### src/rtl/turret_fire_control.sv
// Turret fire-control sequencer: track lock, IFF interrogation, arming and engagement.
// Optional macro TFC_BURST_LIMIT_EN caps rounds per engagement at BURST_ROUNDS.
module turret_fire_control #(
    parameter int LOCK_CYCLES  = 3,
    parameter int IFF_TIMEOUT  = 8,
    parameter int BURST_ROUNDS = 5
) (
    input  logic       sysclk,
    input  logic       reboot,
    input  logic       track_present,
    input  logic       iff_valid,
    input  logic       iff_friend,
    input  logic       op_fire,
    input  logic       op_auto,
    input  logic       gun_fire_trigger,
    input  logic       gun_alert,
    output logic       iff_req,
    output logic       target_locked,
    output logic       is_enemy,
    output logic       fire_command,
    output logic       firing_mode,
    output logic [2:0] fcu_state,
    output logic [7:0] rounds_fired,
    output logic       engage_done
);

    typedef enum logic [2:0] {
        S_IDLE    = 3'd0,
        S_ACQUIRE = 3'd1,
        S_IFF     = 3'd2,
        S_FRIEND  = 3'd3,
        S_ARMED   = 3'd4,
        S_ENGAGE  = 3'd5,
        S_HOLD    = 3'd6,
        S_ILLEGAL = 3'd7
    } state_t;

    // Counters are 8 bits wide, so every threshold must fit in that range.
    if (LOCK_CYCLES < 2 || LOCK_CYCLES > 255) begin : g_bad_lock
        $error("LOCK_CYCLES must be in 2..255");
    end
    if (IFF_TIMEOUT < 1 || IFF_TIMEOUT > 255) begin : g_bad_iff
        $error("IFF_TIMEOUT must be in 1..255");
    end
    if (BURST_ROUNDS < 1 || BURST_ROUNDS > 255) begin : g_bad_burst
        $error("BURST_ROUNDS must be in 1..255");
    end

    localparam logic [7:0] LOCK_LAST = 8'(LOCK_CYCLES - 1);
    localparam logic [7:0] IFF_LAST  = 8'(IFF_TIMEOUT - 1);

    state_t     state_q, state_d;
    logic [7:0] lock_cnt_q, lock_cnt_d;
    logic [7:0] iff_cnt_q, iff_cnt_d;
    logic [7:0] rounds_q, rounds_d;
    logic       mode_q, mode_d;
    logic       trig_q;
    logic       done_q;
    logic       trig_rise;
    logic       burst_hit;

    assign trig_rise = gun_fire_trigger & ~trig_q;

`ifdef TFC_BURST_LIMIT_EN
    assign burst_hit = (rounds_q >= 8'(BURST_ROUNDS));
`else
    assign burst_hit = 1'b0;
`endif

    // NOTE: every variable gets its hold value first so no path leaves it unassigned (no latch).
    always_comb begin
        state_d    = state_q;
        lock_cnt_d = lock_cnt_q;
        iff_cnt_d  = iff_cnt_q;
        rounds_d   = rounds_q;
        mode_d     = mode_q;

        case (state_q)
            S_IDLE: begin
                if (track_present) begin
                    state_d    = S_ACQUIRE;
                    lock_cnt_d = 8'd1;
                end
            end
            S_ACQUIRE: begin
                if (!track_present) begin
                    state_d    = S_IDLE;
                    lock_cnt_d = 8'd0;
                end else if (lock_cnt_q == LOCK_LAST) begin
                    state_d    = S_IFF;
                    lock_cnt_d = 8'd0;
                    iff_cnt_d  = 8'd0;
                end else begin
                    lock_cnt_d = lock_cnt_q + 8'd1;
                end
            end
            S_IFF: begin
                if (!track_present) begin
                    state_d = S_IDLE;
                end else if (iff_valid) begin
                    state_d = iff_friend ? S_FRIEND : S_ARMED;
                end else if (iff_cnt_q == IFF_LAST) begin
                    state_d = S_IDLE;
                end else begin
                    iff_cnt_d = iff_cnt_q + 8'd1;
                end
            end
            S_FRIEND: begin
                if (!track_present) state_d = S_IDLE;
            end
            S_ARMED: begin
                if (!track_present) begin
                    state_d = S_IDLE;
                end else if (op_fire) begin
                    state_d  = S_ENGAGE;
                    mode_d   = op_auto;
                    rounds_d = 8'd0;
                end
            end
            S_ENGAGE: begin
                if (trig_rise && rounds_q != 8'hFF) rounds_d = rounds_q + 8'd1;
                if (!track_present)  state_d = S_IDLE;
                else if (gun_alert)  state_d = S_HOLD;
                else if (!op_fire)   state_d = S_ARMED;
                else if (burst_hit)  state_d = S_HOLD;
            end
            S_HOLD: begin
                if (!track_present)              state_d = S_IDLE;
                else if (!gun_alert && !op_fire) state_d = S_ARMED;
            end
            default: state_d = S_IDLE;
        endcase
    end

    // NOTE: sequential state uses non-blocking assignments so every register samples pre-edge values.
    always_ff @(posedge sysclk or posedge reboot) begin
        if (reboot) begin
            state_q    <= S_IDLE;
            lock_cnt_q <= 8'd0;
            iff_cnt_q  <= 8'd0;
            rounds_q   <= 8'd0;
            mode_q     <= 1'b0;
            trig_q     <= 1'b0;
            done_q     <= 1'b0;
        end else begin
            state_q    <= state_d;
            lock_cnt_q <= lock_cnt_d;
            iff_cnt_q  <= iff_cnt_d;
            rounds_q   <= rounds_d;
            mode_q     <= mode_d;
            trig_q     <= gun_fire_trigger;
            done_q     <= (state_q == S_ENGAGE) && (state_d != S_ENGAGE);
        end
    end

    // Gun-facing flags are pure decodes of the state register, so fire implies locked and enemy.
    assign iff_req       = (state_q == S_IFF);
    assign target_locked = (state_q == S_IFF)    || (state_q == S_FRIEND) ||
                           (state_q == S_ARMED)  || (state_q == S_ENGAGE) ||
                           (state_q == S_HOLD);
    assign is_enemy      = (state_q == S_ARMED)  || (state_q == S_ENGAGE) ||
                           (state_q == S_HOLD);
    assign fire_command  = (state_q == S_ENGAGE);
    assign firing_mode   = mode_q;
    assign fcu_state     = state_q;
    assign rounds_fired  = rounds_q;
    assign engage_done   = done_q;

endmodule
### config.mk
export PLATFORM = sky130hd
export DESIGN_NAME = turret_fire_control
export DESIGN_NICKNAME = d
export VERILOG_FILES = /design/src/rtl/turret_fire_control.sv
export SDC_FILE = /design/constraint.sdc
export NUM_CORES = 1
export LEC_CHECK = 0
export ABC_AREA = 0
export BUFFER_PORTS_ARGS = -buffer_cell sky130_fd_sc_hd__buf_2
export CAP_MARGIN = 20
export CORE_MARGIN = 5
export CORE_UTILIZATION = 60
export DETAILED_ROUTE_END_ITERATION = 16
export GPL_TIMING_DRIVEN = 0
export PLACE_DENSITY = 0.9
export SLEW_MARGIN = 10
export SYNTH_ARGS = -nofsm -noshare
export SYNTH_HDL_FRONTEND = slang
export SYNTH_SLANG_ARGS = --single-unit
### constraint.sdc
create_clock -name sysclk -period 3.3 [get_ports sysclk]
set_clock_uncertainty 0.05 [all_clocks]
set_input_delay 0.66 -clock sysclk [delete_from_list [all_inputs] [get_ports sysclk]]
set_output_delay 0.66 -clock sysclk [all_outputs]
set_load 0.005 [all_outputs]
==> impl_summary.md <==
Finish
The final layout contains roughly 240 nets. 0 antenna diodes ended up in the layout. Relative to the synthesized area, the layout overhead comes to 14.7%.

The post-route netlist has between 10% and 20% of its cells at a drive strength greater than 1.

GRT
Entering global routing, the biggest net connects 19 pins. The number of global-route vias before repair was between 1000 and 1500. The total overflow left after global routing is 0. The first global-routing pass estimated a little over 6000 um of wire. The overall track demand over capacity in global routing is around a fifth. The number of antenna violations at the first check in global routing came to 0.

STA
The setup TNS is 0 ps. The worst relative slew slack is a little under three fifths. Setup slack closes at between 700 and 800 ps. The final max-slew violation count is 0. The final hold violation count is 0. For the pin with the worst max-slew slack, the measured transition is around 640 ps. Setup repair after global routing left no endpoint under its margin. The clock period minus worst slack is 2510 ps. For this run, the top clock speed supported by timing is about 0.4 GHz. The worst slack on hold paths is approximately 310 ps.

Setup violations remaining at the end of the flow were counted as 0. The post-route fraction of the period consumed by the critical path is roughly 76%.

Die
From bottom edge to top edge, the die measures 63.2 um. The top-level I/O count is 26. The die is about 63 um wide. In this run the core area contains 19 standard-cell rows. The initial standard-cell utilization of the core is between 60% and 70%. The core region is between 0.002 and 0.003 sq mm. The die outline area is approximately 0.004 sq mm.

Setup path
The arrival time at the worst endpoint is roughly 1800 ps. By startpoint and endpoint, the worst setup path is classified as reg2out. The startpoint of the most critical register-to-register path is lock_cnt_q[0]. The data required time at the worst endpoint is 2590 ps. Tracing the worst setup path back leads to its startpoint at fcu_state[1]. The highest fanout seen on the critical path is 10. STA classifies the critical path startpoint as a flop. The element type at the critical path end is an output pin. The internal reg-to-reg setup slack is around 1100 ps.

Routing
The total wire length after detailed routing is approximately 3600 um. The number of DRC violations after detailed routing is 0. The per-cell routed wire length is roughly 14 um. The number of nets with antenna violations after detailed routing is 0.

The first TritonRoute pass finished after 4 iterations. The number of DRC markers in iteration 0 is around 180. In the routed layout, each cell is associated on average with a via count of around 6.

The final route contains about 1500 vias.

Logic synthesis
Of all cell types, the one taking the most synthesized area is sky130_fd_sc_hd__dfrtp_1. In the synthesized netlist the async set-or-reset flop fraction comes to 100%. The most common flop cell mapped by yosys is sky130_fd_sc_hd__dfrtp_1.

Summing the sequential cell areas from Yosys gives ~44% of the chip area. After synthesis, the share of cell area in mux cells is under 10%. The share of the synthesized area in the top cell type is between 40% and 50%. In this run the cell area of the synthesized design comes to approximately 0.0017 sq mm. The synthesized netlist devotes a little over 4% of its cell area to XOR and XNOR gates. Synthesis produced a netlist whose cell count is ~190. During synthesis, Yosys emitted a total of 0 warnings. The synthesized design contains 0 enable-type register cells.

The number of storage elements in the synthesis netlist is 30. The synthesized netlist devotes ~27% of its cell area to simple gates. The post-synthesis adder-cell area fraction is between 2 and 3%.

The number of library cell types mapped by synthesis is 38. The most used standard cell by instance count after synthesis is sky130_fd_sc_hd__dfrtp_1. The commonest cells after synthesis are 30 x sky130_fd_sc_hd__dfrtp_1, 18 x sky130_fd_sc_hd__nand2_1, 17 x sky130_fd_sc_hd__nor2_1. Each instance of the synthesized netlist takes up on average a little under 9 sq um. By area, the combinational part of the netlist is dominated by simple AND/OR/NAND/NOR gates.

The synthesized netlist devotes 15.3% of its cell area to compound gates. When the netlist entered floorplanning its net count stood at approximately 210. Ranked by total cell area, the synthesized netlist is headed by sky130_fd_sc_hd__dfrtp_1 44%, sky130_fd_sc_hd__a21oi_1 4.1%, sky130_fd_sc_hd__xnor2_1 4.1%.

Pwr
The power per cell area is between 400 and 500 mW/mm^2. The worst supply voltage drop on vdd is approximately 350 uV. In this run the static leakage power is 0.878 nW.

Clock tree
CTS placed an instance of sky130_fd_sc_hd__clkbuf_4 at the clock tree root. Buffers inserted to repair hold after CTS numbered 0. The number of buffers inserted to repair setup after CTS is 0.

The count of clock tree sinks is 30. The H-tree generated during clock tree synthesis spans 2 levels. The number of gates resized after CTS was 0. TritonCTS created 5 clock buffers. TritonCTS built the clock tree. Clock latency on the worst-skew pair, taken at its later pin, is between 300 and 400 ps.

The number of buffers on the longest clock path is 2. The clock transition at the register clock pins on the worst setup and hold paths after CTS is 110 ps.

Worst hold path
The tightest min-delay check is of the in2async type.

Outcome
The flow ran to the end, and the final reports show no timing, DRC or antenna violations.

Place
Routability-driven placement finished with a final weighted congestion of roughly 0.93. Before CTS, the worst setup slack after placement is roughly 970 ps. Port buffering added 24 buffers. The total half-perimeter wirelength after legalization and detailed placement is about 2600 um.

Run
Max-cap violations in this run came to 0.
-- cell type report --
type | instances | area [sq um]
sequential | 30 | 751
multi-input combinational | 143 | 863
inverter | 10 | 37.5
buffer | 9 | 45.0
timing repair buffer | 25 | 148
clock inverter | 2 | 12.5
fill | 203 | 787
clock buffer | 6 | 51.3
tap | 31 | 38.8
-- state kept, by name, summed over array words and instances, names as in the netlist --
name and count:
iff_cnt_q 8, lock_cnt_q 8, rounds_fired 8, fcu_state 3, engage_done 1, firing_mode 1, trig_q 1
-- kinds of logic (layout without fill, tap and decap cells) --
family	count (synthesis)	count (layout)
AND/OR/NAND/NOR	87	87
XOR/XNOR	8	8
AO/OA/AOI/OAI	42	42
buffers and inverters	19	52
adder cells (fa/ha/maj)	4	4
multiplexers	2	2
flip-flops	30	30
-- cell usage in the layout, fill, tap and decap left out, types with 4 or more instances in the layout --
cell type and n:
sky130_fd_sc_hd__dfrtp_1 30, sky130_fd_sc_hd__a21oi_1 14, sky130_fd_sc_hd__a31oi_1 5, sky130_fd_sc_hd__o21ai_0 9, sky130_fd_sc_hd__o31ai_1 6, sky130_fd_sc_hd__clkbuf_4 5, sky130_fd_sc_hd__nor4_1 5, sky130_fd_sc_hd__buf_2 27
sky130_fd_sc_hd__clkbuf_1 5, sky130_fd_sc_hd__or4_1 7, sky130_fd_sc_hd__nand2_1 18, sky130_fd_sc_hd__xnor2_1 8, sky130_fd_sc_hd__ha_1 4, sky130_fd_sc_hd__inv_1 10, sky130_fd_sc_hd__nand3_1 13, sky130_fd_sc_hd__nor2_1 17
sky130_fd_sc_hd__nor3_1 5
-- per-stage QoR --
step / total power, mW / std cells / cell area (sq um) / utilization [%]
finish: 0.846 / 256 / 1950 / 71.2
global route: 0.892 / 256 / 1950 / 71.2
global placement: 0.605 / 247 / 1860 / 67.9
CTS: 0.845 / 256 / 1950 / 71.2
detailed placement: 0.617 / 248 / 1880 / 68.9
floorplan: 0.565 / 192 / 1700 / -
-- critical path, stage by stage (launching register included) --
cell                       delay (ps)
sky130_fd_sc_hd__dfrtp_1          420
sky130_fd_sc_hd__clkbuf_1         330
sky130_fd_sc_hd__or2_2            180
sky130_fd_sc_hd__clkbuf_1         240
sky130_fd_sc_hd__and2_1           180
sky130_fd_sc_hd__buf_2            110
-- metal layers --
layer  share of wire [%]  track usage [%]  wire (um)  up-vias
li1                    -                -          -      765
met5                   0                0          0        -
met3                 8.0             5.15        286        6
met4                 1.1             6.23         38        0
met1                  45             25.0       1610      700
met2                  46             30.5       1660       67
-- worst paths after layout --
kind	endpoint	cells past startpoint
worst max-delay path	target_locked	5
worst min-delay path	lock_cnt_q[2]	2
worst max register to register	iff_cnt_q[0]	7
worst min register to register	firing_mode	2
max in group asynchronous	fcu_state[2]	3
min in group sysclk	trig_q	1
-- report_power, final --
group | internal, mW | switching [mW]
combinational | 0.0734 | 0.0882
clock | 0.102 | 0.132
sequential | 0.406 | 0.0445
Power figures use the tool's default switching activity.
